[src/rtl/hack_cpu_mc_if.sv]
// Instruction and data memory handshake ports of the multicycle Hack core.
// Each port holds its request and payload steady until the matching ack is sampled.
interface hack_cpu_mc_if #(
    parameter int DW = 16,
    parameter int AW = 15
);
    logic          imem_req;
    logic [AW-1:0] imem_addr;
    logic [15:0]   imem_rdata;
    logic          imem_ack;

    logic          dmem_req;
    logic          dmem_we;
    logic [AW-1:0] dmem_addr;
    logic [DW-1:0] dmem_wdata;
    logic [DW-1:0] dmem_rdata;
    logic          dmem_ack;

    modport master (
        output imem_req, imem_addr,
        input  imem_rdata, imem_ack,
        output dmem_req, dmem_we, dmem_addr, dmem_wdata,
        input  dmem_rdata, dmem_ack
    );

    modport slave (
        input  imem_req, imem_addr,
        output imem_rdata, imem_ack,
        input  dmem_req, dmem_we, dmem_addr, dmem_wdata,
        output dmem_rdata, dmem_ack
    );
endinterface

[src/rtl/hack_cpu_mc.sv]
// Multicycle Hack CPU: 16-bit A/C instructions on a DW-bit datapath, with
// handshaked instruction/data memories, a retire strobe and self-jump halt.
//
// state | meaning
// BOOT  | first cycle out of reset, all outputs idle
// FETCH | imem_req high at PC, wait for imem_ack
// DEC   | decode ir; A-instructions commit here
// MRD   | dmem read at pre-instruction A, wait for dmem_ack
// EXE   | ALU evaluate, latch wreg/flags; commit unless M is written
// MWR   | dmem write of wreg, commit on dmem_ack
// HALT  | stopped on a self-jump until reset
module hack_cpu_mc #(
    parameter int DW = 16,
    parameter int AW = 15
) (
    input  logic          clk,
    input  logic          nrst,
    hack_cpu_mc_if.master bus,
    output logic          retire,
    output logic          halted
);
    typedef enum logic [2:0] {
        S_BOOT,
        S_FETCH,
        S_DEC,
        S_MRD,
        S_EXE,
        S_MWR,
        S_HALT
    } state_t;

    localparam logic [AW-1:0] PC_ONE = AW'(1);

    state_t        state;
    logic [AW-1:0] pc;
    logic [DW-1:0] a_reg;
    logic [DW-1:0] d_reg;
    logic [DW-1:0] mdr;
    logic [DW-1:0] wreg;
    logic [15:0]   ir;
    logic          flag_lt;
    logic          flag_zr;

    logic [DW-1:0] alu_x;
    logic [DW-1:0] alu_y;
    logic [DW-1:0] alu_f;
    logic [DW-1:0] alu_r;
    logic [DW-1:0] c_res;
    logic          c_lt;
    logic          c_zr;
    logic          jump_taken;
    logic          self_jump;
    logic [AW-1:0] pc_next;

    always_comb begin
        alu_x = d_reg;
        alu_y = ir[12] ? mdr : a_reg;
        if (ir[11]) alu_x = '0;
        if (ir[10]) alu_x = ~alu_x;
        if (ir[9])  alu_y = '0;
        if (ir[8])  alu_y = ~alu_y;
        alu_f = ir[7] ? (alu_x + alu_y) : (alu_x & alu_y);
        alu_r = ir[6] ? ~alu_f : alu_f;
    end

    // A write-back commits from the registered result; otherwise straight from the ALU.
    always_comb begin
        if (state == S_MWR) begin
            c_res = wreg;
            c_lt  = flag_lt;
            c_zr  = flag_zr;
        end else begin
            c_res = alu_r;
            c_lt  = alu_r[DW-1];
            c_zr  = (alu_r == '0);
        end
        jump_taken = ir[15] & ((ir[2] & c_lt) | (ir[1] & c_zr) | (ir[0] & ~c_lt & ~c_zr));
        self_jump  = ir[15] && (ir[2:0] == 3'b111) && (a_reg[AW-1:0] == pc);
        pc_next    = jump_taken ? a_reg[AW-1:0] : pc + PC_ONE;
        retire     = ((state == S_DEC) && !ir[15])
                  || ((state == S_EXE) && !ir[3])
                  || ((state == S_MWR) && bus.dmem_ack);
    end

    always_ff @(posedge clk or negedge nrst) begin
        if (!nrst) begin
            state          <= S_BOOT;
            pc             <= '0;
            a_reg          <= '0;
            d_reg          <= '0;
            mdr            <= '0;
            wreg           <= '0;
            ir             <= '0;
            flag_lt        <= 1'b0;
            flag_zr        <= 1'b0;
            halted         <= 1'b0;
            bus.imem_req   <= 1'b0;
            bus.imem_addr  <= '0;
            bus.dmem_req   <= 1'b0;
            bus.dmem_we    <= 1'b0;
            bus.dmem_addr  <= '0;
            bus.dmem_wdata <= '0;
        end else begin
            case (state)
                S_BOOT: begin
                    state         <= S_FETCH;
                    bus.imem_req  <= 1'b1;
                    bus.imem_addr <= pc;
                end
                S_FETCH: begin
                    if (bus.imem_ack) begin
                        ir           <= bus.imem_rdata;
                        bus.imem_req <= 1'b0;
                        state        <= S_DEC;
                    end
                end
                S_DEC: begin
                    if (ir[15]) begin
                        if (ir[12]) begin
                            state         <= S_MRD;
                            bus.dmem_req  <= 1'b1;
                            bus.dmem_we   <= 1'b0;
                            bus.dmem_addr <= a_reg[AW-1:0];
                        end else begin
                            state <= S_EXE;
                        end
                    end
                end
                S_MRD: begin
                    if (bus.dmem_ack) begin
                        mdr          <= bus.dmem_rdata;
                        bus.dmem_req <= 1'b0;
                        state        <= S_EXE;
                    end
                end
                S_EXE: begin
                    wreg    <= alu_r;
                    flag_lt <= alu_r[DW-1];
                    flag_zr <= (alu_r == '0);
                    if (ir[3]) begin
                        state          <= S_MWR;
                        bus.dmem_req   <= 1'b1;
                        bus.dmem_we    <= 1'b1;
                        bus.dmem_addr  <= a_reg[AW-1:0];
                        bus.dmem_wdata <= alu_r;
                    end
                end
                S_MWR: begin
                    if (bus.dmem_ack) begin
                        bus.dmem_req <= 1'b0;
                        bus.dmem_we  <= 1'b0;
                    end
                end
                S_HALT: begin
                end
                default: state <= S_BOOT;
            endcase

            // Commit point shared by DEC, EXE and MWR; overrides the next state above.
            if (retire) begin
                if (!ir[15]) begin
                    a_reg <= DW'(ir[14:0]);
                end else begin
                    if (ir[5]) a_reg <= c_res;
                    if (ir[4]) d_reg <= c_res;
                end
                pc <= pc_next;
                if (self_jump) begin
                    state  <= S_HALT;
                    halted <= 1'b1;
                end else begin
                    state         <= S_FETCH;
                    bus.imem_req  <= 1'b1;
                    bus.imem_addr <= pc_next;
                end
            end
        end
    end
endmodule

[src/flat_wrapper.sv]
// flat-port wrapper written by rule: the top's interface ports become plain ports
module hack_cpu_mc_flat 
#(
    parameter int DW = 16,
    parameter int AW = 15
)
  (clk, nrst, retire, halted, bus_imem_req, bus_imem_addr, bus_imem_rdata, bus_imem_ack, bus_dmem_req, bus_dmem_we, bus_dmem_addr, bus_dmem_wdata, bus_dmem_rdata, bus_dmem_ack);
  hack_cpu_mc_if #(.DW(DW), .AW(AW)) bus_i ();
  input  logic clk;
  input  logic nrst;
  output logic retire;
  output logic halted;
  output wire logic [$bits(bus_i.imem_req)-1:0] bus_imem_req;
  output wire logic [$bits(bus_i.imem_addr)-1:0] bus_imem_addr;
  input wire logic [$bits(bus_i.imem_rdata)-1:0] bus_imem_rdata;
  input wire logic [$bits(bus_i.imem_ack)-1:0] bus_imem_ack;
  output wire logic [$bits(bus_i.dmem_req)-1:0] bus_dmem_req;
  output wire logic [$bits(bus_i.dmem_we)-1:0] bus_dmem_we;
  output wire logic [$bits(bus_i.dmem_addr)-1:0] bus_dmem_addr;
  output wire logic [$bits(bus_i.dmem_wdata)-1:0] bus_dmem_wdata;
  input wire logic [$bits(bus_i.dmem_rdata)-1:0] bus_dmem_rdata;
  input wire logic [$bits(bus_i.dmem_ack)-1:0] bus_dmem_ack;
  assign bus_imem_req = bus_i.imem_req;
  assign bus_imem_addr = bus_i.imem_addr;
  assign bus_i.imem_rdata = bus_imem_rdata;
  assign bus_i.imem_ack = bus_imem_ack;
  assign bus_dmem_req = bus_i.dmem_req;
  assign bus_dmem_we = bus_i.dmem_we;
  assign bus_dmem_addr = bus_i.dmem_addr;
  assign bus_dmem_wdata = bus_i.dmem_wdata;
  assign bus_i.dmem_rdata = bus_dmem_rdata;
  assign bus_i.dmem_ack = bus_dmem_ack;
  hack_cpu_mc #(.DW(DW), .AW(AW)) u_core (.clk(clk), .nrst(nrst), .bus(bus_i), .retire(retire), .halted(halted));
endmodule
[config.mk]
export PLATFORM = sky130hd
export DESIGN_NAME = hack_cpu_mc_flat
export DESIGN_NICKNAME = d
export VERILOG_FILES = /design/src/rtl/hack_cpu_mc_if.sv /design/src/rtl/hack_cpu_mc.sv /design/src/flat_wrapper.sv
export SDC_FILE = /design/constraint.sdc
export NUM_CORES = 1
export LEC_CHECK = 0
export ABC_AREA = 1
export BUFFER_PORTS_ARGS = -buffer_cell sky130_fd_sc_hd__buf_2
export CORE_MARGIN = 8
export CORE_UTILIZATION = 45
export CTS_CLUSTER_DIAMETER = 120
export DETAILED_ROUTE_END_ITERATION = 16
export PLACE_DENSITY = 0.61
export SYNTH_ARGS = -nofsm -noshare
export SYNTH_HDL_FRONTEND = slang
export SYNTH_SLANG_ARGS = --single-unit
[constraint.sdc]
create_clock -name clk -period 7.7 [get_ports clk]
set_input_delay 0.77 -clock clk [delete_from_list [all_inputs] [get_ports clk]]
set_output_delay 0.77 -clock clk [all_outputs]
set_load 0.01 [all_outputs]
==> metrics <==
Root Buffer=clkbuf_16; Max Freq=0.200 GHz; routability-driven placement congestion ratio=0.942; count of buffer and inverter cells on the critical path=1; IO Pins=87; 1st-iter DRT viols=710; gr usage total=21.7%; Longest Clk Path Bufs=2; skew final=0.0115 ns; Yosys warnings=0; Final ANT Viol Nets=0; Initial Utilization=45.6%; cell mode on critical path=nand2_1; DP HPWL=19800 um; row count=52; synth unique cells=39; Wirelength per Cell=16.8 um; Setup Fix Bufs, Post-CTS=0; worst-path cell chain=clkinv_1 > a21oi_1 > o21ai_0 > xor2_1 > ha_1 > fa_1 > nand2_2 > nand2_1 > o22ai_2 > xor2_1 > nand2_1 > nor2_1 > nand2_1 > nor2_1 > nand2_1 > nor2_1 > nand3_1 > nand3_2 > nand3_4 > nand2_4 > nand2_1 > nand3_1 > o21ai_0; number of global-route vias before repair=8163; Die X=159 um; Syn Inst Count=1259; Hold Buf Count CTS=0; Max stage delay on crit path=0.64 ns; final setup fails=0; CP Launch Type=register; Top delay family on crit path=simple AND/OR/NAND/NOR gates; cell area after synthesis=9170 um2; Worst-Skew Late Latency=0.43 ns; Slowest-stage cell, CP=clkinv_1; crit share post-route=64.8%; CP Class=register to register; worst reg2reg setup slack=2.71 ns; Reg clk slew, reported paths=0.07 ns; Slew Viols, Final=0; mean post-synth cell area=7.28 um2; Tmin final=4.99 ns; first-pass GRT wire length=44300 um; P&R area growth vs syn=12.7%; sequential cell area fraction in the yosys report=40.7%; Seq cells post-synth=149; Synthesized Nets=1313; WL final=26900 um; setup TNS=0 ns; die height=159 um; Critical Path Fanout Max=35; Final Hold Viols=0; CTS resizes=0; Max H-tree Level=4; Core Region=20100 um2; DR vias/cell=5.26; # clock sinks=149; routed vias=8403; total die area=25200 um2; DRC Markers=0; count of buffers from port buffering=86; total congestion overflow=0; status=finished clean; CP Capture Type=register; # Max-Cap Violations=0; relative slew slack=25.2%; Slew @ Worst Pin=1.12 ns; final net count=1369; Hold Path Class=register to register; CTS buffer count=17; CP arrival=5.27 ns; TritonRoute pass-1 iters=5; largest net degree at the start of global routing=110; CTS tree=done; share of post-route cells with drive strength above 1=13.7%; worst endpoint required time=7.98 ns; RSZ-0062 raised after global routing=false; ANT cells=0; initial antenna violation count=0
## cell usage in the layout (no fill, tap or decap), types with 4 or more instances in the layout
master     count
o211ai_1      22
mux2_2        20
a21oi_1       47
xor2_1        48
clkbuf_16     17
clkinv_1       5
inv_8          4
dfrtp_1      149
buf_4          6
inv_1        144
nand2_2       15
inv_6          7
ha_1          17
buf_2         85
or2_2          8
nor4_1         6
o21ai_0      115
nand4_1       16
nand3_1      120
inv_2          4
nand3_2        4
nand2_1      385
nor3_1         4
nor2_1        54
## synthesized netlist by cell type (all sizes together)
library cell | instances | area (um2)
a22oi | 3 | 22.5
nand3 | 125 | 658
inv | 148 | 556
nor3 | 5 | 30.0
buf | 19 | 125
fa | 1 | 20.0
o31ai | 1 | 7.51
nor4 | 6 | 37.5
nand4 | 16 | 100
and2 | 3 | 18.8
nor2 | 56 | 220
o21ai | 118 | 591
mux2 | 20 | 225
xor2 | 48 | 420
clkinv | 5 | 18.8
o211ai | 22 | 165
clkbuf | 36 | 135
or2 | 9 | 56.3
nand2 | 401 | 1550
o22ai | 1 | 12.5
o221ai | 1 | 8.76
o21a | 1 | 7.51
ha | 17 | 213
dfrtp | 149 | 3730
a21oi | 48 | 244
## cell families (layout without fill, tap and decap cells)
family                     after synthesis  in the layout  synth area share [%]
and+or+nand+nor                        621            621                  29.1
DFF                                    149            149                  40.7
muxes                                   20             20                  2.46
buffers and inverters                  208            277                  9.10
AOI/OAI and AO/OA                      195            195                  11.5
xor gates and xnor gates                48             48                  4.58
adders and majority gates               18             18                  2.54
## final timing paths
path	startpoint	endpoint	depth (start not counted)
worst max-delay path	u_core.ir[12]	u_core.pc[7]	23
worst min-delay path	u_core.halted	u_core.halted	1
worst max register to register	u_core.ir[12]	u_core.pc[7]	23
worst min register to register	u_core.halted	u_core.halted	1
max in group asynchronous	nrst	u_core.ir[1]	2
min in group asynchronous	nrst	u_core.bus.dmem_addr[6]	1
## metal layers
| layer | wire (um) | vias up | GRT usage, % |
|---|---|---|---|
| met2 | 12800 | 228 | 35.6 |
| met3 | 1230 | 47 | 3.67 |
| met1 | 12200 | 3960 | 28.3 |
| met4 | 695 | 0 | 7.71 |
| met5 | 0 | - | 0 |
| li1 | - | 4168 | - |
## final cells by class
cell class	count	area, um2
fillers	2008	9770
flip-flops and latches	149	3730
clock inverters	15	176
well taps	270	338
clock buffers	17	425
inverters	153	574
multi-input cells	902	4610
repair buffers	92	482
## per-stage QoR
| stage | util [%] | std cells | hold WS [ns] | cell area, um2 | setup slack [ns] |
|---|---|---|---|---|---|
| finish | 51.4 | 1598 | 0.464 | 10300 | 2.71 |
| global route | 51.4 | 1598 | 0.503 | 10300 | 2.26 |
| CTS | 51.4 | 1598 | 0.472 | 10300 | 2.77 |
| detailed placement | 48.4 | 1566 | 0.458 | 9730 | 2.81 |
| global placement | 48.4 | 1566 | 0.449 | 9730 | 2.89 |
| floorplan | - | 1259 | 0.442 | 9170 | 4.14 |
Power is not shown: default switching activity piles up to over one toggle a cycle in this logic, so the estimate is an artifact.
